**src/rtl/pcg_permute_pipe.sv**
```systemverilog
`timescale 1ns/1ps
// ---------------------------------------------------------------------------
// pcg_permute_pipe
//   PCG output-permutation stage. Turns a STATE_W-bit LCG/MCG state into an
//   OUT_W-bit random word using a run-time selected permutation:
//   XSH-RR, XSH-RS or plain truncation. Two register stages with valid/ready
//   handshaking on both sides, plus a wrapping count of output transfers.
//
// Ports
//   clk        rising-edge clock
//   rst        asynchronous, active-low reset
//   flush      synchronous clear of both pipeline stages
//   in_valid   state word valid
//   in_ready   stage accepts a state word this cycle
//   in_state   generator state (STATE_W)
//   in_mode    00 XSH-RR, 01 XSH-RS, 10 TRUNC, 11 reserved (TRUNC)
//   out_valid  permuted word valid
//   out_ready  downstream accepts the word
//   out_data   permuted word (OUT_W)
//   out_count  completed output transfers, wraps (CNT_W)
// ---------------------------------------------------------------------------
module pcg_permute_pipe #(
    parameter int STATE_W = 64,
    parameter int OUT_W   = 32,
    parameter int ROT_W   = 5,
    parameter int RR_XS   = 18,
    parameter int RS_OPW  = 3,
    parameter int RS_XS   = 22,
    parameter int CNT_W   = 32
) (
    input  logic               clk,
    input  logic               rst,
    input  logic               flush,
    input  logic               in_valid,
    output logic               in_ready,
    input  logic [STATE_W-1:0] in_state,
    input  logic [1:0]         in_mode,
    output logic               out_valid,
    input  logic               out_ready,
    output logic [OUT_W-1:0]   out_data,
    output logic [CNT_W-1:0]   out_count
);

    typedef enum logic [1:0] {
        PERM_RR    = 2'b00,
        PERM_RS    = 2'b01,
        PERM_TRUNC = 2'b10
    } perm_e;

    // Holds any shift amount below STATE_W (XSH-RS shifts reach RS_XS + 2^RS_OPW - 1).
    localparam int AMT_W = $clog2(STATE_W);
    // XSH-RR keeps the OUT_W bits just below the ROT_W rotate-select bits.
    localparam int RR_SH = STATE_W - OUT_W - ROT_W;

    // Stage 1 registers: xorshifted state, shift/rotate amount, permutation.
    logic               s1_valid_q, s1_valid_d;
    logic [STATE_W-1:0] s1_x_q,     s1_x_d;
    logic [AMT_W-1:0]   s1_amt_q,   s1_amt_d;
    perm_e              s1_perm_q,  s1_perm_d;

    // Stage 2 (output) registers.
    logic               out_valid_q, out_valid_d;
    logic [OUT_W-1:0]   out_data_q,  out_data_d;
    logic [CNT_W-1:0]   count_q,     count_d;

    logic adv1, adv2, in_xfer, out_xfer;

    // Handshake: advance decisions depend only on registered valids, out_ready
    // and flush, so there is no path from in_valid to out_valid.
    assign adv2     = !out_valid_q || out_ready;
    assign adv1     = !s1_valid_q || adv2;
    assign in_ready = adv1 && !flush;
    assign in_xfer  = in_valid && in_ready;
    assign out_xfer = out_valid_q && out_ready;

    // Stage 1 datapath: xorshift and amount selection from the raw state.
    perm_e              in_perm;
    logic [STATE_W-1:0] in_x;
    logic [AMT_W-1:0]   in_amt;

    // NOTE: every signal written in always_comb gets a default first, so no
    // path leaves it unassigned and no latch is inferred.
    always_comb begin
        in_perm = PERM_TRUNC;
        in_x    = in_state;
        in_amt  = '0;
        case (in_mode)
            2'b00: begin
                in_perm = PERM_RR;
                in_x    = in_state ^ (in_state >> RR_XS);
                in_amt  = AMT_W'(in_state[STATE_W-1 -: ROT_W]);
            end
            2'b01: begin
                in_perm = PERM_RS;
                in_x    = in_state ^ (in_state >> RS_XS);
                in_amt  = AMT_W'(RS_XS) + AMT_W'(in_state[STATE_W-1 -: RS_OPW]);
            end
            default: ; // 10 and reserved 11 both truncate
        endcase
    end

    // Stage 2 datapath: final shift / rotate of the stage-1 word.
    logic [OUT_W-1:0] rr_t;
    logic [OUT_W-1:0] s2_word;

    always_comb begin
        rr_t    = OUT_W'(s1_x_q >> RR_SH);
        s2_word = s1_x_q[STATE_W-1 -: OUT_W];
        case (s1_perm_q)
            // Rotating the doubled word right never shifts by OUT_W, so a
            // rotate amount of 0 returns rr_t unchanged.
            PERM_RR: s2_word = OUT_W'({rr_t, rr_t} >> s1_amt_q[ROT_W-1:0]);
            PERM_RS: s2_word = OUT_W'(s1_x_q >> s1_amt_q);
            default: ;
        endcase
    end

    // Next-state logic for both stages and the transfer counter.
    always_comb begin
        s1_valid_d  = s1_valid_q;
        s1_x_d      = s1_x_q;
        s1_amt_d    = s1_amt_q;
        s1_perm_d   = s1_perm_q;
        out_valid_d = out_valid_q;
        out_data_d  = out_data_q;
        count_d     = count_q;

        if (flush) begin
            s1_valid_d  = 1'b0;
            out_valid_d = 1'b0;
        end else begin
            // A bubble (no input transfer) only clears the valid bit.
            if (adv1) begin
                s1_valid_d = in_xfer;
            end
            if (in_xfer) begin
                s1_x_d    = in_x;
                s1_amt_d  = in_amt;
                s1_perm_d = in_perm;
            end
            if (adv2) begin
                out_valid_d = s1_valid_q;
                if (s1_valid_q) begin
                    out_data_d = s2_word;
                end
            end
        end

        // Transfers in a flush cycle still complete and still count.
        if (out_xfer) begin
            count_d = count_q + CNT_W'(1);
        end
    end

    // NOTE: state registers use non-blocking assignments so every register
    // samples the pre-edge values regardless of statement order.
    // NOTE: the datapath registers are reset along with the valids so that
    // out_data reads zero after reset, not stale data from before it.
    always_ff @(posedge clk or negedge rst) begin
        if (!rst) begin
            s1_valid_q  <= 1'b0;
            s1_x_q      <= '0;
            s1_amt_q    <= '0;
            s1_perm_q   <= PERM_RR;
            out_valid_q <= 1'b0;
            out_data_q  <= '0;
            count_q     <= '0;
        end else begin
            s1_valid_q  <= s1_valid_d;
            s1_x_q      <= s1_x_d;
            s1_amt_q    <= s1_amt_d;
            s1_perm_q   <= s1_perm_d;
            out_valid_q <= out_valid_d;
            out_data_q  <= out_data_d;
            count_q     <= count_d;
        end
    end

    assign out_valid = out_valid_q;
    assign out_data  = out_data_q;
    assign out_count = count_q;

endmodule
```
**config.mk**
```make
export PLATFORM = sky130hd
export DESIGN_NAME = pcg_permute_pipe
export DESIGN_NICKNAME = d
export VERILOG_FILES = /design/src/rtl/pcg_permute_pipe.sv
export SDC_FILE = /design/constraint.sdc
export NUM_CORES = 1
export LEC_CHECK = 0
export ABC_AREA = 1
export BUFFER_PORTS_ARGS = -buffer_cell sky130_fd_sc_hd__buf_2
export CORE_UTILIZATION = 30
export DETAILED_ROUTE_END_ITERATION = 8
export PLACE_DENSITY_LB_ADDON = 0.12
export SYNTH_ARGS = -nofsm -noshare
export SYNTH_HDL_FRONTEND = slang
export SYNTH_SLANG_ARGS = --single-unit
```
**constraint.sdc**
```tcl
create_clock -name clk -period 2 [get_ports clk]
set_input_delay 0.1 -clock clk [delete_from_list [all_inputs] [get_ports clk]]
set_output_delay 0.1 -clock clk [all_outputs]
set_load 0.03 [all_outputs]
```
# Yosys cells after proc, flatten, opt, wreduce, memory -nomap -nowiden
# Index checks and enable logic that the tools add are counted.
# classes
add_sub_neg,2
n_eq_ne,2
n_shift,2
mux,8
bitwise_logic,3
reduce_logical,14
# ops
operator,count
one-hot mux 64 bit (2 select lines),1
one-hot mux 32 bit (2 select lines),1
right shift 64 x 5 -> 32 bit,1
right shift 64 x 6 -> 32 bit,1
XOR 64 x 42 -> 64 bit,1
XOR 64 x 46 -> 64 bit,1
adder 32 x 1 -> 32 bit (second input constant),1
one-hot mux 6 bit (2 select lines),1
adder 5 x 3 -> 6 bit (first input constant),1
equality test 2 x 1 -> 1 bit (second input constant),2
zero test 2 bit,2
two-way mux 1 bit,4
one-hot mux 2 bit (2 select lines),1
nonzero test 2 bit,2
logical AND 1 bit,3
zero test 1 bit,3
AND reduction 3 bit,1
logical OR 1 bit,2
AND reduction 2 bit,1
NOT 1 bit,1
# word_totals
reg_bits,138
input_bits,71
output_inout_bits,66
word_cells,38

# Longest topological paths before layout
# Gate-level depths: netlist (run 1).
# logic_depth
word_depth,7
mapped_depth,16
mapped_depth_nobuf,15

# Least setup slack after synthesis (run 1)
# Ideal clock, no wire load.
# synth_path
path_type,register to register
from,"reg count_q[1], in the netlist out_count[1]"
to,"reg count_q[26], in the netlist out_count[26]"
setup_time_ns,0.080
arrival_time_ns,1.713
required_ns,1.920
slack_ns,0.207
stages_incl_launch_ff,11
path_buffers,0
period_less_slack_ns,1.793
cell_sequence,dfrtp_1 ha_1 inv_1 nor2_4 nand2_4 nor3_4 nand2_2 nor3_4 nand2_2 nor2_2 xor2_1
# synth_via
elab_chain_len,1
# synth_lines
element,line,rtl
from (decl),64,"logic [CNT_W-1:0] count_q, count_d;"
from (signal assigned),175,count_q <= count_d;
adder 32 x 1 -> 32 bit,151,count_d = count_q + CNT_W'(1);
# Every way passes these cells.
# A chain may end at the register's enable or synchronous reset.

# Final worst setup path (run 1)
# layout_path
from,reg s1_amt_q[0]
to,"reg out_data_q[12], in the netlist out_data[12]"
# layout_via
elab_chain_len,2
elab_cells_between_ends,3
classes_between,2 x shift; 1 x mux
# layout_lines
element,line,rtl
from (decl),58,"logic [AMT_W-1:0] s1_amt_q, s1_amt_d;"
from (signal assigned),171,s1_amt_q <= s1_amt_d;
right shift 64 x 6 -> 32 bit or right shift 64 x 5 -> 32 bit (tied branches),"113, 112",
one-hot mux 32 bit (2 select lines) (*),109,case (s1_perm_q)
to (signal assigned),174,out_data_q <= out_data_d;
to (decl),63,"logic [OUT_W-1:0] out_data_q, out_data_d;"
# Mark *: on every way between the ends. The rest lies on a longest branch, timed or not.

==> impl_metrics.ini, run 1 <==
[timing]
setup_viol = 0
worstMarginPinSlew_ps = 520
tns_ps = 0
max_freq_ghz = 0.510
post-route-period-util = 0.981
relSlewSlack = 0.654
hold_violations = 0
finalHoldWorstSlack_ps = 8.39
maxSlewViolCount = 0
rsz0062_at_grt = yes
fin_worst_skew_ps = 12.9
period_needed_ps = 1960

[global_route]
grt_max_degree = 82
grt_antenna_before_repair = 0
grt_pass1_vias = 10700
grt-ovfl-total = 0
grt_pass1_wl_mm = 67.3
grt_use_total = 0.251

[detailed_routing]
routedWlPerCell_microns = 20.1
post_drt_via_cell_ratio = 5.29
num_vias = 11900
first_pass_iters = 7
drt-initial-drc-count = 1317
drc = 0
wl_mm = 45.3
antenna_left = 0

[power_and_ir_drop]
p_int_uw = 7070
switching_power_uw = 5840
p_seq_frac = 0.293
power.density_nw_per_um2 = 948
peakVddDrop_mv = 0.707
power.share.clock = 0.252
p_comb_frac = 0.455
switching_share = 0.453
p_leak_uw = 0.00689

[floorplanning]
ioPinCount = 137
die_x_microns = 190
die_area_sq_um = 36000
die_y_microns = 190
start_util = 0.305
rows = 68
coreArea_sq_um = 34600

[placed_design]
detailed_place_hpwl_mm = 33.6
finalWeightedCongestion = 0.966
place_inst = 2175
port_buffers = 136

[yosys]
ys_ff_latch = 137
ys_seq_area_frac = 0.324
ys_types = 38
yosys_warnings = 0
synthArstFlopShare = 1.00
yosysMostFrequentCell = nand2_1
synth_cells = 1634
yosys.area.top_type_share = 0.324
synth_flop_cell = dfrtp_1
ys_top_cells_by_count = nand2_1 (542), nand3_1 (393), dfrtp_1 (137), inv_1 (113), o21ai_0 (70)
synth.avg_cell_area_sq_um = 6.47
syn-num-nets = 1707
synth_edf_count = 0
synth_top_area_cell = dfrtp_1
synth_area_sq_um = 10600
synth.area.top_cells = dfrtp_1 (32%), nand2_1 (19%), nand3_1 (19%)

[hold_path]
min_path_type = in -> reg

[flow_run]
drv_cap = 0

[cts]
cts_tree = done
clock_path_buffers = 2
numCtsBuffers = 17
clkTransAtPathRegs_ps = 70
clockRootBuffer = clkbuf_16
clock_latency_ps = 450
cts_sinks = 137
cts_htree_levels = 4

[worst_setup_path]
worst_ep_arrival_time_ps = 2300
criticalPathCategory = reg -> reg
worstSetupStartpointType = flip-flop
critical_path.max_fanout = 10
path_cells = buf_12 -> clkbuf_16 -> nand2_1 -> nand3_2 -> nand3_2 -> nand3_2 -> nand3_2 -> nand2_1 -> nand2_1 -> nand3_1 -> nand2_1 -> inv_1
slowest_delay_ps = 460
cp-end-kind = flip-flop
cp.required_ps = 2340
cpMaxStageDelayCell = dfrtp_2

[run_status]
outcome = completed

[final_layout]
fill_cells = 3799
synthToLayoutAreaGrowth_pct = 28.8
drive_above_1_share = 0.224
fin_cells = 2247
fin_nets = 1852
[timing repair]
item	4_1_cts	5_1_grt
buffers inserted	0	1
hold buffers	35	0
setup endpoints to repair	1	31
cloned	0	4
resized for setup	1	133
endpoints found under the hold margin	80	0
pin swaps	0	12
[cell usage in the layout, fill, tap and decap left out, types with 41 or more instances in the layout]
| cell type | n |
|---|---|
| nand3_2 | 89 |
| inv_1 | 113 |
| o21ai_0 | 69 |
| dfrtp_1 | 134 |
| xor2_1 | 43 |
| o22ai_1 | 41 |
| buf_2 | 135 |
| nand2_1 | 511 |
| nand3_1 | 306 |
| a21oi_1 | 44 |
[kinds of logic after synthesis]
| kind of cell | count (synthesis) | synth area share |
|---|---|---|
| AND/OR/NAND/NOR | 1034 | 0.437 |
| XOR/XNOR | 71 | 0.0588 |
| flip-flops | 137 | 0.324 |
| multiplexers | 1 | 0.00107 |
| buffers and inverters | 220 | 0.0884 |
| adder cells (fa/ha/maj) | 2 | 0.00237 |
| AO/OA/AOI/OAI | 169 | 0.0883 |
[final cells by class]
class,count,area (sq um),area share
Tap cell,455,569,0.0418
Inverter,119,454,0.0334
Clock buffer,19,443,0.0325
Sequential cell,137,3430,0.252
Antenna cell,1,2.50,0.000184
Clock inverter,12,141,0.0104
Multi-Input combinational cell,1277,6760,0.496
Timing Repair Buffer,227,1810,0.133
[critical path, delay by kind of cell, from the launching register on]
| kind | cells | cell delay [ps] |
|---|---|---|
| buf+inv | 3 | 340 |
| flops | 1 | 460 |
| simple gates | 9 | 1040 |
[routing by layer]
| metal | share of wire | up-vias | GRT usage |
|---|---|---|---|
| li1 | - | 5697 | - |
| met1 | 0.48 | 5609 | 0.377 |
| met2 | 0.43 | 514 | 0.362 |
| met3 | 0.072 | 56 | 0.0410 |
| met4 | 0.024 | 0 | 0.0763 |
| met5 | 0 | - | 0 |
[power by group through the flow]
| stage | Sequential (uW) | Combinational [uW] | Clock [uW] |
|---|---|---|---|
| after floorplan | 4040 | 3110 | 0 |
| after global routing | 3830 | 6430 | 3420 |
| after global placement | 3790 | 5380 | 0 |
| after CTS | 3750 | 5420 | 3320 |
| final | 3780 | 5880 | 3250 |
| after detailed placement | 3800 | 5350 | 0 |
[per-stage QoR]
| step | setup WS, ps | total power (uW) | utilization | instance area (sq um) |
|---|---|---|---|---|
| 6_report | 37.3 | 12900 | 0.393 | 13600 |
| 5_1_grt | -68.7 | 13700 | 0.393 | 13600 |
| 4_1_cts | 2.40 | 12500 | 0.373 | 12900 |
| 3_5_place_dp | 21.2 | 9150 | 0.346 | 12000 |
| 3_3_place_gp | -3.44 | 9180 | 0.346 | 12000 |
| 2_1_floorplan | 207 | 7150 | - | 10600 |
[registers in the layout, indices dropped and copies added, names as in the netlist]
signal,cells
s1_valid_q,1
s1_perm_q,2
out_data,32
s1_x_q,64
out_valid,1
s1_amt_q,5
out_count,32
[worst paths after layout]
check	from	endpoint	slack [ps]	depth (start not counted)
worst max-delay path	s1_amt_q[0]	out_data[12]	40	12
worst min-delay path	in_mode[1]	s1_perm_q[1]	8	3
worst max register to register	s1_amt_q[0]	out_data[12]	40	12
worst min register to register	out_count[31]	out_count[31]	480	1
max in group asynchronous	rst	s1_amt_q[1]	1170	3
min in group asynchronous	rst	out_data[11]	160	2
No activity file was read; power rests on OpenSTA's default activity.
==> inputs of run 2 (changes only) <==
- CORE_MARGIN: not set -> 5
- CORE_UTILIZATION: 30 -> 48
==> impl_metrics.ini, run 2 (synthesized netlist as in run 1, its figures left out) <==
[final_layout]
largest_register_ffs = 64
multi_input_area_sq_um = 6330
synthToLayoutAreaGrowth_pct = 22.1
final_cell_mix = nand2_1 (534), nand3_1 (377), buf_2 (135)
seqCellArea_sq_um = 3430
drive_above_1_share = 0.175
diodes = 0
top_register = s1_x_q
fill_cells = 2144
fin_area_sq_um = 12900
layout_commonest_cell = nand2_1
fin_nets = 1855

[detailed_routing]
first_pass_iters = 7
wl_met1_mm = 17.4
num_vias = 12100
drt-initial-drc-count = 1614
wl_met3_mm = 4.38
antenna_left = 0
dr.max_layer_used = met4
wl_met2_mm = 17.8
drc = 0
wl_mm = 41.2
routedWlPerCell_microns = 19.9
post_drt_via_cell_ratio = 5.81

[timing]
relSlewSlack = 0.667
worstMarginPinSlew_ps = 499
period_needed_ps = 1940
hold_violations = 0
post-route-period-util = 0.972
max_freq_ghz = 0.514
fin_worst_skew_ps = 14.9
rsz0062_at_grt = yes
maxSlewViolCount = 0
tns_ps = 0
setup_viol = 0

[placed_design]
finalWeightedCongestion = 1.01
detailed_place_hpwl_mm = 30.8
place_area_sq_um = 11800
port_buffers = 136

[worst_setup_path]
worst_ep_arrival_time_ps = 2300
cp_top_family = simple AND/OR/NAND/NOR gates
cpMaxStageDelayCell = dfrtp_2
path_cells = inv_4 -> buf_12 -> nand2_1 -> nand3_1 -> nand3_1 -> nand3_1 -> nand3_1 -> a21oi_2 -> nor2_1 -> nor2_1
critical_path.max_fanout = 17
worst-path-buf-inv = 2
cp.required_ps = 2360
slowest_delay_ps = 440
worstSetupStartpointType = flip-flop
critPathMostFrequentCell = nand3_1
cp-end-kind = flip-flop
criticalPathCategory = reg -> reg
reg2reg_depth = 10
crit_cells = 10

[floorplanning]
ioPinCount = 137
rows = 54
die_area_sq_um = 25100
die_x_microns = 158
start_util = 0.486
coreArea_sq_um = 21800
die_y_microns = 158

[cts]
clock_latency_ps = 440
clockRootBuffer = clkbuf_16
numCtsBuffers = 17
cts_sinks = 137
clock_path_buffers = 2
clkTransAtPathRegs_ps = 70
cts_htree_levels = 4
cts_tree = done

[power_and_ir_drop]
p_seq_frac = 0.299
p_leak_uw = 0.00674
p_int_uw = 6760
power.share.clock = 0.257
power.density_nw_per_um2 = 970
power.total_uw = 12500
peakVddDrop_mv = 0.862
switching_power_uw = 5750
p_comb_frac = 0.444
switching_share = 0.460

[global_route]
grt_antenna_before_repair = 0
grt_max_degree = 62
grt_use_total = 0.328
grt-ovfl-total = 0
grt_pass1_vias = 11000
grt_pass1_wl_mm = 62.8

[hold_path]
min_path_type = in -> reg
hold_depth = 3

[run_status]
outcome = completed

[flow_run]
drv_cap = 0
## run 2: tightest hold or removal path: cells and delay by family
family / cells / cell delay, ps
buffers and inverters: 2 / 150
AO/OA/AOI/OAI: 1 / 150
## run 2: path summary, 6_finish.rpt
kind,from,end,slack [ps]
min in group asynchronous,rst,out_data[28],190
worst max register to register,s1_amt_q[0],out_data[3],60
worst min-delay path,in_state[48],s1_x_q[48],8
max in group asynchronous,rst,s1_amt_q[1],1090
worst min register to register,out_count[31],out_count[31],460
worst max-delay path,s1_amt_q[0],out_data[3],60
## run 2: layout make-up
cell class	instances	area share
clock buffer	17	0.0330
clock inverter	15	0.0136
inverter	119	0.0352
multi-input combinational	1277	0.491
sequential	137	0.266
tap	280	0.0271
timing repair buffer	230	0.135
## run 2: through the flow
step	hold slack, ps	cells	utilization	setup WS, ps
finish	8.16	2075	0.593	55.7
global route	27.1	2075	0.593	-50.5
CTS	5.28	2072	0.584	53.4
detailed placement	84.2	2006	0.541	62.8
global placement	74.6	2006	0.541	71.6
floorplan	-196	1634	-	207
## run 2: power groups by stage
stage | clock network [uW] | registers, uW | logic [uW]
after floorplan | 0 | 4040 | 3110
after global placement | 0 | 3750 | 5270
after detailed placement | 0 | 3760 | 5270
after CTS | 3260 | 3710 | 5340
after global routing | 3370 | 3780 | 6090
final | 3220 | 3740 | 5550
## run 2: layer usage
metal,global-route usage,vias up
met2,0.483,694
met3,0.0671,108
met5,0,-
li1,-,5699
met4,0.122,0
met1,0.475,5561
## run 2: repair_timing
action                                  CTS  global route
gates resized for setup                   0            36
endpoints found under the hold margin    78             0
setup buffers                             0             1
endpoints found under the setup margin    0            30
hold buffers                             34             0
==> inputs of run 3 (changes only) <==
- MAX_ROUTING_LAYER: not set -> met4
==> impl_metrics.ini, run 3 (synthesized netlist as in run 1, its figures left out) <==
[final_layout]
top_register = s1_x_q
largest_register_ffs = 64
synthToLayoutAreaGrowth_pct = 26.5
diodes = 0
fin_nets = 1867
final_cell_mix = nand2_1 (518), nand3_1 (328), buf_2 (135)
drive_above_1_share = 0.220
layout_commonest_cell = nand2_1
fill_cells = 2133

[detailed_routing]
first_pass_iters = 8
antenna_left = 0
wl_mm = 41.6
post_drt_via_cell_ratio = 5.82
num_vias = 12100
drc = 0
drt-initial-drc-count = 1451
routedWlPerCell_microns = 20.0

[placed_design]
port_buffers = 136
detailed_place_hpwl_mm = 30.7
dpl_worst_slack_ps = -38.3
finalWeightedCongestion = 1.01

[cts]
clock_path_buffers = 2
clock_latency_ps = 440
cts_tree = done
cts_sinks = 137
clockRootBuffer = clkbuf_16
clkTransAtPathRegs_ps = 70
cts_htree_levels = 4
numCtsBuffers = 17

[floorplanning]
die_area_sq_um = 25100
die_x_microns = 158
coreArea_sq_um = 21800
start_util = 0.486
ioPinCount = 137
rows = 54
die_y_microns = 158

[global_route]
grt_max_degree = 56
grt_antenna_before_repair = 0
grt_use_total = 0.336
grt-ovfl-total = 0
grt_pass1_vias = 10900
grt_pass1_wl_mm = 62.5

[power_and_ir_drop]
peakVddDrop_mv = 0.771
power.total_uw = 13100
power.density_nw_per_um2 = 978
p_leak_uw = 0.00694

[timing]
maxSlewViolCount = 0
max_freq_ghz = 0.517
hold_violations = 0
rsz0062_at_grt = yes
post-route-period-util = 0.967
relSlewSlack = 0.676
fin_worst_skew_ps = 15.8
worstMarginPinSlew_ps = 487
period_needed_ps = 1930
fin_ws_ps = 65.7
setup_viol = 0
finalHoldWorstSlack_ps = 6.15

[worst_setup_path]
criticalPathCategory = reg -> reg
worstSetupStartpointType = flip-flop
cp-end-kind = flip-flop
worst_ep_arrival_time_ps = 2270
critical_path.max_fanout = 18
cp.required_ps = 2330

[run_status]
outcome = completed

[flow_run]
drv_cap = 0

[hold_path]
min_path_type = in -> reg
[run 3: cell types whose count changed in the layout (fill, tap and decap cells not counted), sizes merged]
| cell | before | now |
|---|---|---|
| dlygate4sd3 | 34 | 31 |
| clkinvlp | 1 | 0 |
| buf | 194 | 208 |
| bufinv | 0 | 3 |
| inv | 124 | 123 |
| clkbuf | 19 | 20 |
| clkinv | 9 | 8 |
[run 3: final cells by class]
cell class / count / area, sq um / share of cell area
inverters: 119 / 452 / 0.0338
multi-input cells: 1277 / 6620 / 0.495
flip-flops and latches: 137 / 3430 / 0.257
well taps: 280 / 350 / 0.0262
clock inverters: 15 / 233 / 0.0174
repair buffers: 242 / 1870 / 0.139
clock buffers: 17 / 425 / 0.0318
[run 3: critical path: stages (launching register included)]
cell,delay (ps)
dfrtp_2,450
buf_4,160
clkbuf_16,180
nand2_1,80
nand3_1,110
nand3_1,130
buf_4,110
nand3_1,120
nand3_2,100
nand2_1,80
nand2_1,80
nand3_1,120
nand2_1,90
inv_1,40
[run 3: per-stage QoR]
step	TNS (ps)	utilization	area (sq um)	std cells
floorplan	0	-	10600	1634
global placement	-53.1	0.545	11900	2016
detailed placement	-38.3	0.545	11900	2016
CTS	0	0.589	12800	2079
global route	-327	0.615	13400	2087
finish	0	0.615	13400	2087
[run 3: power breakdown]
| group | leakage (uW) | total [uW] | internal (uW) | switching [uW] |
|---|---|---|---|---|
| registers | 0.00169 | 3760 | 3230 | 526 |
| logic | 0.00493 | 5800 | 1980 | 3820 |
| clock network | 0.000319 | 3520 | 2050 | 1470 |
[run 3: final timing paths]
path	start	endpoint	slack (ps)	cells after the start
setup / recovery	s1_amt_q[0]	out_data[24]	70	13
hold / removal	in_state[54]	s1_x_q[54]	6	3
setup reg to reg	s1_amt_q[0]	out_data[24]	70	13
hold reg to reg	out_count[31]	out_count[31]	470	1
max in group asynchronous	rst	s1_amt_q[4]	1170	3
min in group asynchronous	rst	s1_x_q[8]	190	2
[run 3: routing by layer]
layer  GRT usage  vias up  wire (microns)
met3      0.0685       79            4350
met5           -        -               0
met1       0.468     5667           17700
li1            -     5709               -
met2       0.488      691           18100
met4       0.115        0            1510
[run 3: what timing repair did]
item / in CTS / in global routing
hold buffers: 31 / 0
endpoints found under the hold margin: 75 / 0
gates cloned: 0 / 3
setup endpoints to repair: 1 / 26
buffers inserted: 0 / 5
resized for setup: 1 / 102
pin swaps: 0 / 9
